### config.mk
export PLATFORM = sky130hd
export DESIGN_NAME = if_stage
export DESIGN_NICKNAME = d
export VERILOG_FILES = /design/src/rtl/if_stage.sv
export SDC_FILE = /design/constraint.sdc
export NUM_CORES = 1
export LEC_CHECK = 0
export ABC_AREA = 1
export BUFFER_PORTS_ARGS = -buffer_cell sky130_fd_sc_hd__buf_4
export CORE_UTILIZATION = 50
export CTS_BUF_LIST = sky130_fd_sc_hd__clkbuf_8
export DETAILED_ROUTE_END_ITERATION = 6
export GPL_TIMING_DRIVEN = 1
export PLACE_DENSITY = 0.83
export REMOVE_ABC_BUFFERS = 1
export SLEW_MARGIN = 20
export SYNTH_ARGS = -nofsm -noshare
export SYNTH_HDL_FRONTEND = slang
export SYNTH_SLANG_ARGS = --single-unit
### constraint.sdc
create_clock -name clk -period 2.1 [get_ports clk]
set_input_delay 0.525 -clock clk [delete_from_list [all_inputs] [get_ports clk]]
set_output_delay 0.525 -clock clk [all_outputs]
set_load 0.01 [all_outputs]
### src/rtl/if_stage.sv
// Instruction-fetch stage: PC register, next-PC select and the IF/ID pipeline register.
// Optional stall/flush performance counters are built when IF_PERF_CNT_EN is defined.
module if_stage #(
  parameter int unsigned bit_size  = 32,
  parameter logic [31:0] RESET_PC  = 32'h0,
  parameter logic [31:0] NOP_INSTR = 32'h0
) (
  input  logic                clk,
  input  logic                rst,
  input  logic                PC_write,
  input  logic                IFID_write,
  input  logic                IF_Flush,
  input  logic [1:0]          EX_JumpOP,
  input  logic [bit_size-1:0] EX_Jump_target,
  input  logic [bit_size-1:0] IM_instr,
  output logic [bit_size-1:0] IM_addr,
  output logic [bit_size-1:0] ID_Instr,
  output logic [bit_size-1:0] ID_PC,
  output logic [bit_size-1:0] ID_PC_plus4,
  output logic                ID_Valid,
  output logic [15:0]         IF_stall_cnt,
  output logic [15:0]         IF_flush_cnt
);

  localparam logic [bit_size-1:0] Four = bit_size'(4);

  logic [bit_size-1:0] pc_q, pc_d;
  logic [bit_size-1:0] pc_plus4;
  logic [bit_size-1:0] id_instr_q, id_instr_d;
  logic [bit_size-1:0] id_pc_q, id_pc_d;
  logic [bit_size-1:0] id_pc_plus4_q, id_pc_plus4_d;
  logic                id_valid_q, id_valid_d;

  // Modulo add: the top word address wraps to zero.
  assign pc_plus4 = pc_q + Four;
  assign IM_addr  = pc_q;

  // Flush outranks a stall so a redirect is never lost behind a hazard hold.
  always_comb begin
    pc_d = pc_plus4;
    if (IF_Flush) begin
      if (EX_JumpOP != 2'd0) begin
        pc_d = {EX_Jump_target[bit_size-1:2], 2'b00};
      end
    end else if (PC_write) begin
      pc_d = pc_q;
    end
  end

  always_comb begin
    id_instr_d    = id_instr_q;
    id_pc_d       = id_pc_q;
    id_pc_plus4_d = id_pc_plus4_q;
    id_valid_d    = id_valid_q;
    if (IF_Flush) begin
      id_instr_d    = NOP_INSTR[bit_size-1:0];
      id_pc_d       = '0;
      id_pc_plus4_d = '0;
      id_valid_d    = 1'b0;
    end else if (!IFID_write) begin
      id_instr_d    = IM_instr;
      id_pc_d       = pc_q;
      id_pc_plus4_d = pc_plus4;
      id_valid_d    = 1'b1;
    end
  end

  always_ff @(posedge clk) begin
    if (rst) begin
      pc_q          <= RESET_PC[bit_size-1:0];
      id_instr_q    <= NOP_INSTR[bit_size-1:0];
      id_pc_q       <= '0;
      id_pc_plus4_q <= '0;
      id_valid_q    <= 1'b0;
    end else begin
      pc_q          <= pc_d;
      id_instr_q    <= id_instr_d;
      id_pc_q       <= id_pc_d;
      id_pc_plus4_q <= id_pc_plus4_d;
      id_valid_q    <= id_valid_d;
    end
  end

  assign ID_Instr    = id_instr_q;
  assign ID_PC       = id_pc_q;
  assign ID_PC_plus4 = id_pc_plus4_q;
  assign ID_Valid    = id_valid_q;

`ifdef IF_PERF_CNT_EN
  logic [15:0] stall_cnt_q, stall_cnt_d;
  logic [15:0] flush_cnt_q, flush_cnt_d;

  // Saturating counters; a stall cycle that is overridden by a flush is not counted as a stall.
  always_comb begin
    stall_cnt_d = stall_cnt_q;
    flush_cnt_d = flush_cnt_q;
    if (PC_write && !IF_Flush && (stall_cnt_q != 16'hFFFF)) begin
      stall_cnt_d = stall_cnt_q + 16'd1;
    end
    if (IF_Flush && (flush_cnt_q != 16'hFFFF)) begin
      flush_cnt_d = flush_cnt_q + 16'd1;
    end
  end

  always_ff @(posedge clk) begin
    if (rst) begin
      stall_cnt_q <= '0;
      flush_cnt_q <= '0;
    end else begin
      stall_cnt_q <= stall_cnt_d;
      flush_cnt_q <= flush_cnt_d;
    end
  end

  assign IF_stall_cnt = stall_cnt_q;
  assign IF_flush_cnt = flush_cnt_q;
`else
  assign IF_stall_cnt = 16'h0;
  assign IF_flush_cnt = 16'h0;
`endif

endmodule

==> flow_results.org <==
** Logic synthesis
- Mean post-synth cell area :: around 7 um^2
- Share of flip-flops with an asynchronous set or reset after synthesis :: 0%
- Post-synth top area cell :: sky130_fd_sc_hd__dfxtp_1
- In this run, synthesis inferred 0 flip-flops with an integrated enable.
- Counting every instance in the synthesized netlist gives roughly 840.
- Cell types with the highest counts after synthesis :: sky130_fd_sc_hd__nand2_1, sky130_fd_sc_hd__dfxtp_1, sky130_fd_sc_hd__a21oi_1
- Seq/Total Area, Yosys :: 43.1%
- The synthesized netlist occupies a cell area of 5720 um^2.
- Yosys Warn Count :: 0
- Yosys attributes the largest share of cell area to sky130_fd_sc_hd__dfxtp_1, sky130_fd_sc_hd__nand2_1, sky130_fd_sc_hd__a21oi_1.
- Unique cell type count in the Yosys netlist :: 24
- Among all flip-flop cells after synthesis, the most frequent one is sky130_fd_sc_hd__dfxtp_1.
- Most used standard cell by instance count after synthesis :: sky130_fd_sc_hd__nand2_1
- In this run the biggest area consumer among cell types represents between 40% and 50% of the synthesized area.
- The synthesized design contains 123 register bits.

** Worst setup path
- Kind of end point of the critical path :: flop
- STA classifies the critical path startpoint as a flop.
- For the worst setup path, the data arrival time is 2.11 ns.
- Peak fanout along the critical path :: 5
- The worst register-to-register path has a depth of 8.
- Worst endpoint required time :: roughly 2.4 ns
- In this run the register-to-register setup slack is roughly 0.32 ns.
- Launching point of the worst reg2reg path :: IM_addr[3]
- Startpoint-to-endpoint class of the critical path :: reg2reg
- The endpoint identified for the worst register-to-register timing path is IM_addr[12].

** GRT
- All-layer global routing usage :: a little over a quarter
- Largest net degree at the start of global routing :: 61
- Summed over all layers, the global routing overflow is 0.
- Initial antenna violation count :: 0
- Wire length of the first global-routing pass :: between 20000 and 25000 um
- Via count of the first global-routing pass :: between 5000 and 6000

** Timing
- Minimum hold slack :: about 0.34 ns
- Hold Violations, Final :: 0
- For the pin with the worst max-slew slack, the measured transition is between 0.5 and 0.6 ns.
- Highest attainable clock frequency :: 0.560 GHz
- Tmin final :: between 1.5 and 2 ns
- Unrepaired setup endpoints after global routing :: false
- Measured against its own limit, the worst slew margin works out to between 60% and 70%.
- Final setup violation count :: 0
- Share of the clock period used by the worst path :: between 80 and 90%
- Setup total negative slack on the finished layout was measured at 0 ns.
- Across the routed clock network, the largest skew measured is 0.0152 ns.
- The max-slew violation count is 0.

** Floorplan
- The initial utilization of the core area, before any placement, comes to a little over half.
- The floorplan has 38 rows.
- Placeable core region :: between 10000 and 15000 um^2
- between 200 and 250 I/O pins were placed.
- Width of the die :: 109 um
- Die outline height :: roughly 110 um
- The die covers 11900 um^2.

** Layout
- Fraction of layout instances using a drive strength above 1 :: between 20% and 30%
- Compared with the post-synthesis result, the final layout area differs by 33.0%.
- Area taken by multi-input logic gates :: approximately 2700 um^2
- The repair_antennas step left the layout with diodes totalling 0.
- For this run, the share of the core covered by cells in the final layout is 69.3%.
- With fillers left out, the area of the finished cells amounts to about 7600 um^2.
- Final standard cell count with taps included and fillers excluded :: about 1200
- Number of nets in the layout :: between 1000 and 1500
- Area occupied by registers :: around 2500 um^2
- After filler insertion, the fill cell instance count of the layout stands at between 900 and 1000.

** Min path
- Hold path depth :: 3
- Path type of the worst min-delay path :: in2reg
- For hold timing, the worst endpoint is ID_Instr[7].
- Hold path startpoint :: IM_instr[7]

** Route
- Once detail routing completed, the nets flagged for antenna violations numbered 0.
- Wire length reported by the detailed router :: around 16000 um
- Via-per-instance ratio :: between 4 and 5
- Total iterations of the first detailed-routing run :: 5
- Summing over every cut layer, the via total after detailed routing is 5684.
- In the final routed layout, each cell accounts on average for 13.4 um.
- For this run, design rule violations remaining after detail routing come to 0.
- Starting DRT DRC Count :: 370

** Clock tree
- Clock transition at the registers of the reported paths :: approximately 0.080 ns
- CTS tree :: done
- CTS saw between 100 and 150 sinks.
- After clock tree synthesis, the repair step resized 0 gates.
- Counting along the longest clock path gives a buffer depth of 2.
- The later pin in the worst-skew pair is clocked with a latency of around 0.43 ns.
- After clock tree synthesis, the setup repair step added 0 buffers.
- Buffers inserted to repair hold after CTS numbered 0.
- Number of buffers added by the clock tree synthesis step :: 17
- The H-tree generated during clock tree synthesis spans 4 levels.
- The root buffer cell chosen for the clock tree is sky130_fd_sc_hd__clkbuf_8.

** Pwr
- For this design the static power due to leakage is 3.77 nW.
- For this design the total switching power over the nets is roughly 0.0015 W.
- Sequential cells burn between 40% and 50% of the power.
- Across the VDD grid, the largest voltage drop is approximately 510 uV.
- For this design the ratio of total power to cell area is between 700 and 800 nW/um^2.
- Proportion of power drawn by the clock network :: approximately two fifths
- Internal Power :: 0.00409 W
- In this run, the combinational gates consume ~14% of the power.
- Sw Share :: 27.4%

** Placement
- Port buffering added between 150 and 200 buffers.
- Placed Instances :: around 1100
- The placed instances occupy a cell area of between 7000 and 8000 um^2.
- Summed over all nets, the half-perimeter wirelength after detailed placement is around 11000 um.
- At the end of routability-driven placement, the weighted congestion stood at 0.891.

** Outcome
- The flow ran to the end, and the final reports show no timing, DRC or antenna violations.

** Run
- Max cap viols :: 0
-- kinds of logic (layout without fill, tap and decap cells) --
logic type	count (synthesis)	in the layout	share of synthesized area [%]
compound gates	175	175	15.6
xor+xnor	15	15	2.30
fa+ha+maj	1	1	0.219
buf+inv	158	315	13.1
flops	123	123	43.1
other cells	1	38	0.0656
simple gates	362	362	25.6
-- power groups by stage --
stage / Sequential, W / Clock, W / Combinational, W
after global routing: 0.00255 / 0.00242 / 0.000898
after CTS: 0.00254 / 0.00232 / 0.000804
after global placement: 0.00259 / 0 / 0.000787
after detailed placement: 0.00259 / 0 / 0.000800
after floorplan: 0.00262 / 0 / 0.000337
final: 0.00254 / 0.00228 / 0.000803
-- layout by cell type (no fill, tap or decap), types with 4 or more instances in the layout --
master                       count
sky130_fd_sc_hd__nand2_1       245
sky130_fd_sc_hd__buf_4         202
sky130_fd_sc_hd__dfxtp_1       123
sky130_fd_sc_hd__a21oi_1        87
sky130_fd_sc_hd__nor2_1         83
sky130_fd_sc_hd__o21ai_0        77
sky130_fd_sc_hd__inv_1          75
sky130_fd_sc_hd__conb_1         38
sky130_fd_sc_hd__clkbuf_8       17
sky130_fd_sc_hd__nand3_1        16
sky130_fd_sc_hd__xor2_1         13
sky130_fd_sc_hd__a31oi_1         7
sky130_fd_sc_hd__nor2_4          6
sky130_fd_sc_hd__nor2_2          5
sky130_fd_sc_hd__bufinv_16       4
sky130_fd_sc_hd__clkinvlp_4      4
sky130_fd_sc_hd__buf_12          4
-- metal layers --
layer | global-route usage (%) | vias to the layer above | routed length [um]
met4 | 7.43 | 0 | 181
met1 | 33.0 | 2518 | 6730
met3 | 5.86 | 16 | 1220
met5 | 0 | - | 0
li1 | - | 2922 | -
met2 | 45.1 | 228 | 7490
-- worst max path at each step --
| stage | from | depth (start not counted) | slack, ns | end |
|---|---|---|---|---|
| global route | IM_addr[3] | 10 | 0.16 | ID_PC_plus4[24] |
| global placement | IF_Flush | 7 | 0.42 | ID_PC_plus4[14] |
| floorplan | EX_JumpOP[1] | 6 | -0.46 | IM_addr[19] |
| CTS | IM_addr[3] | 8 | 0.33 | IM_addr[12] |
| finish | IM_addr[3] | 8 | 0.32 | IM_addr[12] |
| detailed placement | IM_addr[3] | 10 | 0.36 | ID_PC_plus4[24] |
-- state kept, by name, indices dropped and copies added (netlist names) --
register / cells
ID_Instr: 32
IM_addr: 30
ID_Valid: 1
ID_PC: 30
ID_PC_plus4: 30
-- through the flow --
stage	worst slack, ns	total power [W]
after floorplan	-0.456	0.00296
after global placement	0.419	0.00337
after detailed placement	0.361	0.00339
after CTS	0.326	0.00566
after global routing	0.159	0.00587
final	0.315	0.00563
-- critical path, cell delays in order, from the launching register on --
cell and delay [ns]:
sky130_fd_sc_hd__dfxtp_1 0.40, sky130_fd_sc_hd__ha_1 0.22, sky130_fd_sc_hd__nand2_1 0.11, sky130_fd_sc_hd__nor2_4 0.17, sky130_fd_sc_hd__nand2_4 0.11, sky130_fd_sc_hd__nor2_4 0.16
sky130_fd_sc_hd__xor2_1 0.22, sky130_fd_sc_hd__nand2_1 0.10, sky130_fd_sc_hd__a21oi_1 0.21
-- final cells by class --
type                    instances  share of cell area (%)
clock buffers                  17                    3.08
clock inverters                15                    2.62
inverters                      77                    3.82
multi-input cells             591                    34.8
flip-flops and latches        123                    32.4
well taps                     140                    2.30
repair buffers                206                    21.0
Power figures use the tool's default switching activity.
